## src/rtl/alu_wide_seq.sv

```systemverilog
// alu_wide_seq: sequences NBYTES-wide add/sub/logic operations over an
// external 8-bit ALU, one byte per cycle, LSB first, chaining carry/borrow
// and folding the per-byte zero flags into one result flag.
//
// Optional build macro: ALU_WIDE_SEQ_OVF_EN adds the ovfF signed-overflow
// output. Without it the port and its logic are absent.
//
// state | meaning
// ------+------------------------------------------------------------
// IDLE  | waiting for start; ALU parked on OP_IDLE
// PASS  | one ALU pass per cycle on byte idx, LSB first
// DONE  | one-cycle done pulse; result/flags already valid
module alu_wide_seq #(
  parameter int NBYTES = 2,
  parameter logic [3:0] OP_IDLE = 4'b1111
) (
  input  logic                  clk,
  input  logic                  rstN,
  input  logic                  start,
  input  logic [3:0]            op,
  input  logic [8*NBYTES-1:0]   a,
  input  logic [8*NBYTES-1:0]   b,
  input  logic                  cInExt,
  output logic                  busy,
  output logic                  done,
  output logic [8*NBYTES-1:0]   result,
  output logic                  cOutF,
  output logic                  zeroF,
  output logic                  err,
`ifdef ALU_WIDE_SEQ_OVF_EN
  output logic                  ovfF,
`endif
  output logic [7:0]            aluIn1,
  output logic [7:0]            aluIn2,
  output logic                  aluCIn,
  output logic [2:0]            aluSc,
  output logic [3:0]            aluOpOut,
  input  logic [7:0]            aluOut,
  input  logic                  aluCOut,
  input  logic                  aluZero
);

  // Byte index width; NBYTES is limited to 2..4.
  localparam int IW = (NBYTES > 2) ? 2 : 1;

  typedef enum logic [1:0] {
    IDLE = 2'd0,
    PASS = 2'd1,
    DONE = 2'd2
  } stateT;

  stateT state;
  stateT stateNext;

  logic [NBYTES-1:0][7:0] aQ;
  logic [NBYTES-1:0][7:0] bQ;
  logic [NBYTES-1:0][7:0] resWork;
  logic [NBYTES-1:0][7:0] resNext;
  logic [2:0]             opQ;
  logic                   cinQ;
  logic                   chainC;
  logic                   zeroAcc;
  logic [IW-1:0]          idx;
  logic                   lastIdx;
  logic                   isArith;
  logic                   isSub;

  // Only 0000..0011 are arithmetic; bit 1 selects subtract.
  assign isArith = ~opQ[2];
  assign isSub   = opQ[1];
  assign lastIdx = (idx == IW'(NBYTES - 1));
  assign aluSc   = 3'b000;

  // State register.
  always_ff @(posedge clk or negedge rstN) begin
    if (!rstN) state <= IDLE;
    else       state <= stateNext;
  end

  // Next-state decode plus busy/done, which are pure functions of state.
  always_comb begin
    stateNext = state;
    busy      = 1'b0;
    done      = 1'b0;
    case (state)
      IDLE: begin
        if (start) stateNext = op[3] ? DONE : PASS;
      end
      PASS: begin
        busy = 1'b1;
        if (lastIdx) stateNext = DONE;
      end
      DONE: begin
        done      = 1'b1;
        stateNext = IDLE;
      end
      default: stateNext = IDLE;
    endcase
  end

  // ALU drive: only active in PASS; upper bytes of add/sub always run the
  // carry-in variant so the chain carry/borrow propagates.
  always_comb begin
    aluOpOut = OP_IDLE;
    aluIn1   = 8'h00;
    aluIn2   = 8'h00;
    aluCIn   = 1'b0;
    if (state == PASS) begin
      aluIn1 = aQ[idx];
      aluIn2 = bQ[idx];
      if (isArith) begin
        if (idx == '0) begin
          aluOpOut = {1'b0, opQ};
          aluCIn   = opQ[0] ? cinQ : 1'b0;
        end else begin
          aluOpOut = isSub ? 4'b0011 : 4'b0001;
          aluCIn   = chainC;
        end
      end else begin
        aluOpOut = {1'b0, opQ};
      end
    end
  end

  // Working result with the current ALU byte merged in, used at the last pass.
  always_comb begin
    resNext      = resWork;
    resNext[idx] = aluOut;
  end

  // Operand capture, per-pass accumulation and end-of-operation result update.
  always_ff @(posedge clk or negedge rstN) begin
    if (!rstN) begin
      aQ      <= '0;
      bQ      <= '0;
      opQ     <= 3'b000;
      cinQ    <= 1'b0;
      chainC  <= 1'b0;
      zeroAcc <= 1'b0;
      idx     <= '0;
      resWork <= '0;
      result  <= '0;
      cOutF   <= 1'b0;
      zeroF   <= 1'b0;
      err     <= 1'b0;
    end else begin
      case (state)
        IDLE: begin
          if (start) begin
            if (op[3]) begin
              err    <= 1'b1;
              result <= '0;
              cOutF  <= 1'b0;
              zeroF  <= 1'b0;
            end else begin
              aQ      <= a;
              bQ      <= b;
              opQ     <= op[2:0];
              cinQ    <= cInExt;
              idx     <= '0;
              zeroAcc <= 1'b1;
              chainC  <= 1'b0;
              resWork <= '0;
            end
          end
        end
        PASS: begin
          resWork[idx] <= aluOut;
          chainC       <= aluCOut;
          zeroAcc      <= zeroAcc & aluZero;
          idx          <= idx + 1'b1;
          if (lastIdx) begin
            idx    <= '0;
            result <= resNext;
            cOutF  <= isArith & aluCOut;
            zeroF  <= zeroAcc & aluZero;
            err    <= 1'b0;
          end
        end
        default: ;
      endcase
    end
  end

`ifdef ALU_WIDE_SEQ_OVF_EN
  logic ovfNext;
  logic aSign;
  logic bSign;
  logic rSign;

  assign aSign = aQ[NBYTES-1][7];
  assign bSign = bQ[NBYTES-1][7];
  assign rSign = aluOut[7];

  // Signed overflow from the top-byte signs at the final pass.
  always_comb begin
    ovfNext = 1'b0;
    if (isArith) begin
      if (isSub) ovfNext = (aSign != bSign) && (rSign != aSign);
      else       ovfNext = (aSign == bSign) && (rSign != aSign);
    end
  end

  // Overflow flag is updated alongside the other result flags.
  always_ff @(posedge clk or negedge rstN) begin
    if (!rstN) begin
      ovfF <= 1'b0;
    end else if (state == IDLE && start && op[3]) begin
      ovfF <= 1'b0;
    end else if (state == PASS && lastIdx) begin
      ovfF <= ovfNext;
    end
  end
`endif

endmodule
```

## config.mk

```make
export PLATFORM = sky130hd
export DESIGN_NAME = alu_wide_seq
export DESIGN_NICKNAME = d
export VERILOG_FILES = /design/src/rtl/alu_wide_seq.sv
export SDC_FILE = /design/constraint.sdc
export NUM_CORES = 1
export LEC_CHECK = 0
export ABC_AREA = 0
export BUFFER_PORTS_ARGS = -buffer_cell sky130_fd_sc_hd__buf_2
export CORE_AREA = 3 3 100 93
export DETAILED_ROUTE_END_ITERATION = 7
export DIE_AREA = 0 0 103 96
export GPL_ROUTABILITY_DRIVEN = 0
export PLACE_DENSITY = 0.61
export RECOVER_POWER = 25
export SYNTH_ARGS = -nofsm -noshare
export SYNTH_HDL_FRONTEND = slang
export SYNTH_SLANG_ARGS = --single-unit
export TNS_END_PERCENT = 50
```

## constraint.sdc

```tcl
create_clock -name clk -period 1.85 [get_ports clk]
set_input_delay 0.0925 -clock clk [delete_from_list [all_inputs] [get_ports clk]]
set_output_delay 0.0925 -clock clk [all_outputs]
set_load 0.01 [all_outputs]
```

# Yosys cells after proc, flatten, opt, wreduce, memory -nomap -nowiden
# Index checks and enable logic that the tools add are counted.
[totals] register_bits=76 input_bits=50
[op_classes] n_mux=48 reduce_logical=7 n_eq_ne=6 n_bitwise=4 order_cmp=2 add_sub_neg=1
[op_table] cell="16-bit 2-to-1 mux" n=5
[op_table] cell="16-bit case mux with 2 select lines" n=2
[op_table] cell="8-bit 2-to-1 mux" n=7
[op_table] cell="1-bit 2-to-1 mux" n=18
[op_table] cell="16-bit bitwise mux" n=1
[op_table] cell="1-bit case mux with 2 select lines" n=6
[op_table] cell="2-bit 2-to-1 mux" n=5
[op_table] cell="8-bit demux with 1-bit select" n=1
[op_table] cell="4-bit 2-to-1 mux" n=2
[op_table] cell="2-bit != test (second input constant)" n=4
[op_table] cell="3-bit AND reduction" n=2
[op_table] cell="2-bit case mux with 2 select lines" n=1
[op_table] cell="4-bit AND reduction" n=1
[op_table] cell="1-bit AND" n=2
[op_table] cell="2-bit by 1-bit == test with 1-bit output (second input constant)" n=1
[op_table] cell="2-bit == test (second input constant)" n=1
[op_table] cell="2-bit zero test" n=1
[op_table] cell="1-bit by 2-bit less-than comparator with 1-bit output (second input constant)" n=1
[op_table] cell="1-bit inverter" n=2
[op_table] cell="2-bit AND reduction" n=1
[op_table] cell="2-bit nonzero test" n=1
[op_table] cell="1-bit adder (second input constant)" n=1
[op_table] cell="1-bit greater-or-equal comparator (second input constant)" n=1
[op_table] cell="1-bit logical AND" n=1

# Logic depth before layout (Yosys ltp)
[depth] depth_word=7 depth_mapped=6

# Worst setup path before layout
# OpenSTA, ideal clock, no wires.
[synth_timing] path_kind="flip-flop to flip-flop" startpoint="register state[1]" endpoint="register aQ[3] in the netlist's numbering" path_stages_with_launch=6 path_buffers=3 setup_time_ps=125 arrival_ps=1427 slack_ps=298 path_cell_list="dfrtp_1 buf_6 nor4b_4 buf_6 buf_6 mux2_2"
[synth_between] elab_chain_len=2
[synth_rtl] element="start, declared" line="52" source="stateT state;"
[synth_rtl] element="start signal, assigned" line="77" source="else state <= stateNext;"
[synth_rtl] element="2-bit zero test" line="147" source="case (state)"
[synth_rtl] element="3-bit AND reduction (no line)"
[synth_rtl] element="end signal, assigned" line="134" source="aQ <= '0;"
[synth_rtl] element="end signal, assigned" line="156" source="aQ <= a;"
[synth_rtl] element="end, declared" line="55" source="logic [NBYTES-1:0][7:0] aQ;"
# No other way between the ends.
# A chain may end at the register's enable or synchronous reset.

# Worst setup path in the final report
[layout_timing] startpoint="register state[0]" endpoint="output port aluIn2[1]"
[layout_between] elab_chain_len=2
[layout_rtl] element="2-bit by 1-bit == test with 1-bit output" line="108" source="if (state == PASS) begin"
[layout_rtl] element="8-bit 2-to-1 mux" line="108"
[layout_rtl] element="end, declared" line="34" source="output logic [7:0] aluIn2,"
# No other way between the ends.

==> impl_metrics.xml <==
<?xml version="1.0" encoding="UTF-8"?>
<metrics>
  <group name="setup_path">
    <metric name="worst-path-buf-inv" unit="">2</metric>
    <metric name="required_time_worst_endpoint" unit="ps">1760</metric>
    <metric name="timing.rr.end" unit="">aQ[7]$_DFFE_PN0P_</metric>
    <metric name="cp_max_fo" unit="">18</metric>
    <metric name="ff2ff_setup_slack" unit="ps">230</metric>
    <metric name="crit_path_top_delay_cell" unit="">dfrtp_1</metric>
    <metric name="slowest_delay" unit="ps">470</metric>
    <metric name="critical_path.cell_chain" unit="">nor2b_1 -&gt; inv_2 -&gt; nor2_1 -&gt; buf_2</metric>
    <metric name="reg2reg_depth" unit="">3</metric>
    <metric name="worstPathArrival" unit="ps">1600</metric>
    <metric name="setup.worst_path.start_class" unit="">flip-flop</metric>
    <metric name="crit_path_end_kind" unit="">primary output</metric>
    <metric name="critical-path-top-delay-family" unit="">flip-flops</metric>
    <metric name="crit_type" unit="">reg2out</metric>
    <metric name="launch_point_of_the_worst_reg_to_reg_path" unit="">state[1]$_DFFE_PN0P_</metric>
  </group>
  <group name="detailed_routing">
    <metric name="wl" unit="um">6768</metric>
    <metric name="wl_per_cell" unit="um">14.87</metric>
    <metric name="firstDrtPassIters" unit="">4</metric>
    <metric name="vias_per_cell" unit="">4.692</metric>
    <metric name="drt_first_iter_violations" unit="">48</metric>
    <metric name="residual_antenna_violating_net_count_after_detailed_routing" unit="">0</metric>
    <metric name="vias" unit="">2135</metric>
    <metric name="post-route-drc-count" unit="">0</metric>
  </group>
  <group name="floorplanning">
    <metric name="design.portCount" unit="">95</metric>
    <metric name="initial_cell_density_of_the_core" unit="%">34.43</metric>
    <metric name="placeableCoreArea" unit="um^2">8408</metric>
    <metric name="placementRows" unit="">32</metric>
    <metric name="die-width" unit="um">103</metric>
    <metric name="floorplan.die.height" unit="um">96</metric>
    <metric name="die_area" unit="um^2">9888</metric>
  </group>
  <group name="timing">
    <metric name="final_critical_path_setup_slack" unit="ps">156.2</metric>
    <metric name="layout_worst_path_cycle_share" unit="%">91.56</metric>
    <metric name="setup-tns-final" unit="ps">0</metric>
    <metric name="fmax" unit="MHz">590.4</metric>
    <metric name="slew_headroom" unit="%">5.778</metric>
    <metric name="maxSlewViolCount" unit="">0</metric>
    <metric name="worstMarginPinSlew" unit="ps">1413</metric>
    <metric name="final.setup_skew" unit="ps">8.282</metric>
    <metric name="setup_viol" unit="">0</metric>
    <metric name="rsz_0062_raised_after_global_routing" unit="">false</metric>
    <metric name="timing.final.hold_violations" unit="">0</metric>
    <metric name="post-route-min-period" unit="ps">1694</metric>
  </group>
  <group name="clock_tree">
    <metric name="cts_tree" unit="">done</metric>
    <metric name="numCtsBuffers" unit="">9</metric>
    <metric name="cts_buffer_depth" unit="">2</metric>
    <metric name="htreeDepth" unit="">3</metric>
    <metric name="cts_repair_resize_count" unit="">0</metric>
    <metric name="clk_lat_worst_skew" unit="ps">340</metric>
    <metric name="clkSlewWorstSetupHoldPaths" unit="ps">80</metric>
    <metric name="clock-root-buffer" unit="">clkbuf_8</metric>
    <metric name="clkSinkCount" unit="">68</metric>
  </group>
  <group name="global_route">
    <metric name="grtUsageTotal" unit="%">14.45</metric>
    <metric name="first_global_vias" unit="">2276</metric>
    <metric name="grt_remaining_overflow" unit="">0</metric>
    <metric name="grt_antenna_before_repair" unit="">0</metric>
    <metric name="largest_net_degree_at_the_start_of_global_routing" unit="">47</metric>
    <metric name="global_route_wire_length_before_repair" unit="um">10900</metric>
  </group>
  <group name="synth">
    <metric name="synthArstFlopShare" unit="%">100.0</metric>
    <metric name="synthMostInstantiatedCell" unit="">dfrtp_1</metric>
    <metric name="synth_ff_type" unit="">dfrtp_1</metric>
    <metric name="synth_cell_type_count" unit="">29</metric>
    <metric name="synth_top_area_share" unit="%">58.77</metric>
    <metric name="synth_area" unit="um^2">2895</metric>
    <metric name="syn-mean-instance-area" unit="um^2">13.79</metric>
    <metric name="synth_top_cell_by_area" unit="">dfrtp_1</metric>
    <metric name="synth.yosys.seq_area_share" unit="%">58.77</metric>
    <metric name="synth_common_cells" unit="">dfrtp_1 (68), mux2_2 (35), a22o_1 (25)</metric>
    <metric name="post_synthesis_cell_count" unit="">210</metric>
    <metric name="netlist_top_cells_area" unit="">dfrtp_1 (59%), mux2_2 (14%), a22o_1 (7.6%)</metric>
    <metric name="number_of_warnings_printed_during_yosys_synthesis" unit="">0</metric>
    <metric name="ys_ff_latch" unit="">68</metric>
    <metric name="synth-edff-count" unit="">0</metric>
  </group>
  <group name="layout">
    <metric name="post_route_cells_drive_above_1_share" unit="%">38.24</metric>
    <metric name="fillerInstances" unit="">765</metric>
    <metric name="design.final.nets" unit="">398</metric>
    <metric name="area.growth.synth_to_final" unit="%">42.01</metric>
    <metric name="final_antenna_diode_count" unit="">0</metric>
  </group>
  <group name="hold_path">
    <metric name="timing.hold.worst_endpoint" unit="">result[13]$_DFFE_PN0P_</metric>
    <metric name="hold_path.startpoint" unit="">aluOut[5]</metric>
    <metric name="timing.hold.worst_path_depth" unit="">2</metric>
    <metric name="min-delay-path-class" unit="">in2reg</metric>
  </group>
  <group name="power_and_ir_drop">
    <metric name="leakagePower" unit="nW">1.973</metric>
    <metric name="cellPowerDensity" unit="nW/um^2">1591</metric>
    <metric name="irDropWorstVdd" unit="V">0.0006401</metric>
  </group>
  <group name="placed_design">
    <metric name="dp_slack" unit="ps">259.9</metric>
    <metric name="port-buffer-count" unit="">91</metric>
    <metric name="post_dp_hpwl" unit="um">4266</metric>
  </group>
  <group name="job">
    <metric name="drv_cap" unit="">0</metric>
  </group>
  <group name="outcome">
    <metric name="outcome" unit="">complete, no violations</metric>
  </group>
</metrics>
-- worst reg2reg max path, stage by stage, from the launching register on --
cell and delay [ps]:
dfrtp_1 480, nor4b_4 360, buf_12 270, mux2_2 390
-- metal layers --
metal | vias to the layer above | global-route usage [%] | routed length, um
met3 | 9 | 5.072 | 509
met1 | 1037 | 18.85 | 3020
met2 | 82 | 22.44 | 3151
met5 | - | 0 | 0
li1 | 1007 | - | -
met4 | 0 | 4.854 | 87
-- flip-flops by register name, summed over array words and instances, names as in the netlist --
signal and count:
aQ 16, bQ 16, result 16, resWork 8, opQ 3, state 2, cOutF 1, chainC 1
cinQ 1, err 1, idx 1, zeroAcc 1, zeroF 1
-- area by class of cell --
class                           instances  area [um^2]  share of cell area [%]
Clock buffer                           10        137.6                   3.348
Inverter                                5        18.77                  0.4565
Sequential cell                        68         1702                   41.39
Timing Repair Buffer                  143        960.9                   23.37
Multi-Input combinational cell        121         1054                   25.62
Tap cell                              102        127.6                   3.104
Clock inverter                          6        111.4                   2.708
-- placed cells by master (no fill, tap or decap) --
cell type / instances
a21o_1: 1
a21oi_1: 3
a22o_1: 25
a31oi_2: 1
and2b_1: 1
and3_1: 2
and3b_1: 1
buf_12: 2
buf_2: 71
buf_4: 4
bufinv_16: 3
clkbuf_1: 20
clkbuf_8: 10
clkinv_2: 1
clkinv_4: 1
clkinvlp_4: 1
conb_1: 3
dfrtp_1: 68
dlygate4sd3_1: 46
inv_1: 4
inv_2: 1
mux2_2: 35
mux2_4: 2
mux2i_1: 16
nand2_1: 4
nand2b_1: 1
nand3b_1: 1
nor2_1: 17
nor2_2: 1
nor2b_1: 2
nor3b_4: 1
nor4b_4: 1
o21ai_0: 1
o21bai_1: 1
o22a_1: 1
-- worst max-delay path by stage --
stage	start	endpoint	cells past startpoint
after floorplan	state[1]$_DFFE_PN0P_	aQ[3]$_DFFE_PN0P_	5
after global placement	state[1]$_DFFE_PN0P_	aQ[9]$_DFFE_PN0P_	3
after detailed placement	state[1]$_DFFE_PN0P_	bQ[10]$_DFFE_PN0P_	3
after CTS	idx$_DFFE_PN0P_	aluIn1[6]	4
after global routing	state[0]$_DFFE_PN0P_	aluIn2[1]	4
final	state[0]$_DFFE_PN0P_	aluIn2[1]	4
-- stage by stage --
step	util, %	instances	hold WS [ps]	power (W)	instance area, um^2
2_1_floorplan	-	212	-203.1	0.004285	2903
3_3_place_gp	40.76	393	106.3	0.004976	3427
3_5_place_dp	40.76	393	121.7	0.005046	3427
4_1_cts	49.20	455	2.023	0.006661	4136
5_1_grt	48.90	455	8.763	0.007026	4111
6_report	48.90	455	20.03	0.006540	4111
-- report_power, final --
| part | leakage [nW] | switching (W) | internal, W |
|---|---|---|---|
| Clock | 0.122 | 0.000576 | 0.000932 |
| Sequential | 0.846 | 0.000434 | 0.00222 |
| Combinational | 1.00 | 0.00113 | 0.00124 |
-- kinds of logic after synthesis --
family          after synthesis  synth area share (%)
flops                        68                 58.77
mux                          53                 20.18
compound gates               33                 9.507
simple gates                 32                 6.310
buf+inv                      23                 5.099
other cells                   1                0.1295
-- repair_timing --
item / CTS / global route
hold buffers: 46 / 0
setup buffers: 0 / 0
endpoints found under the hold margin: 72 / 0
Power figures use the tool's default switching activity.
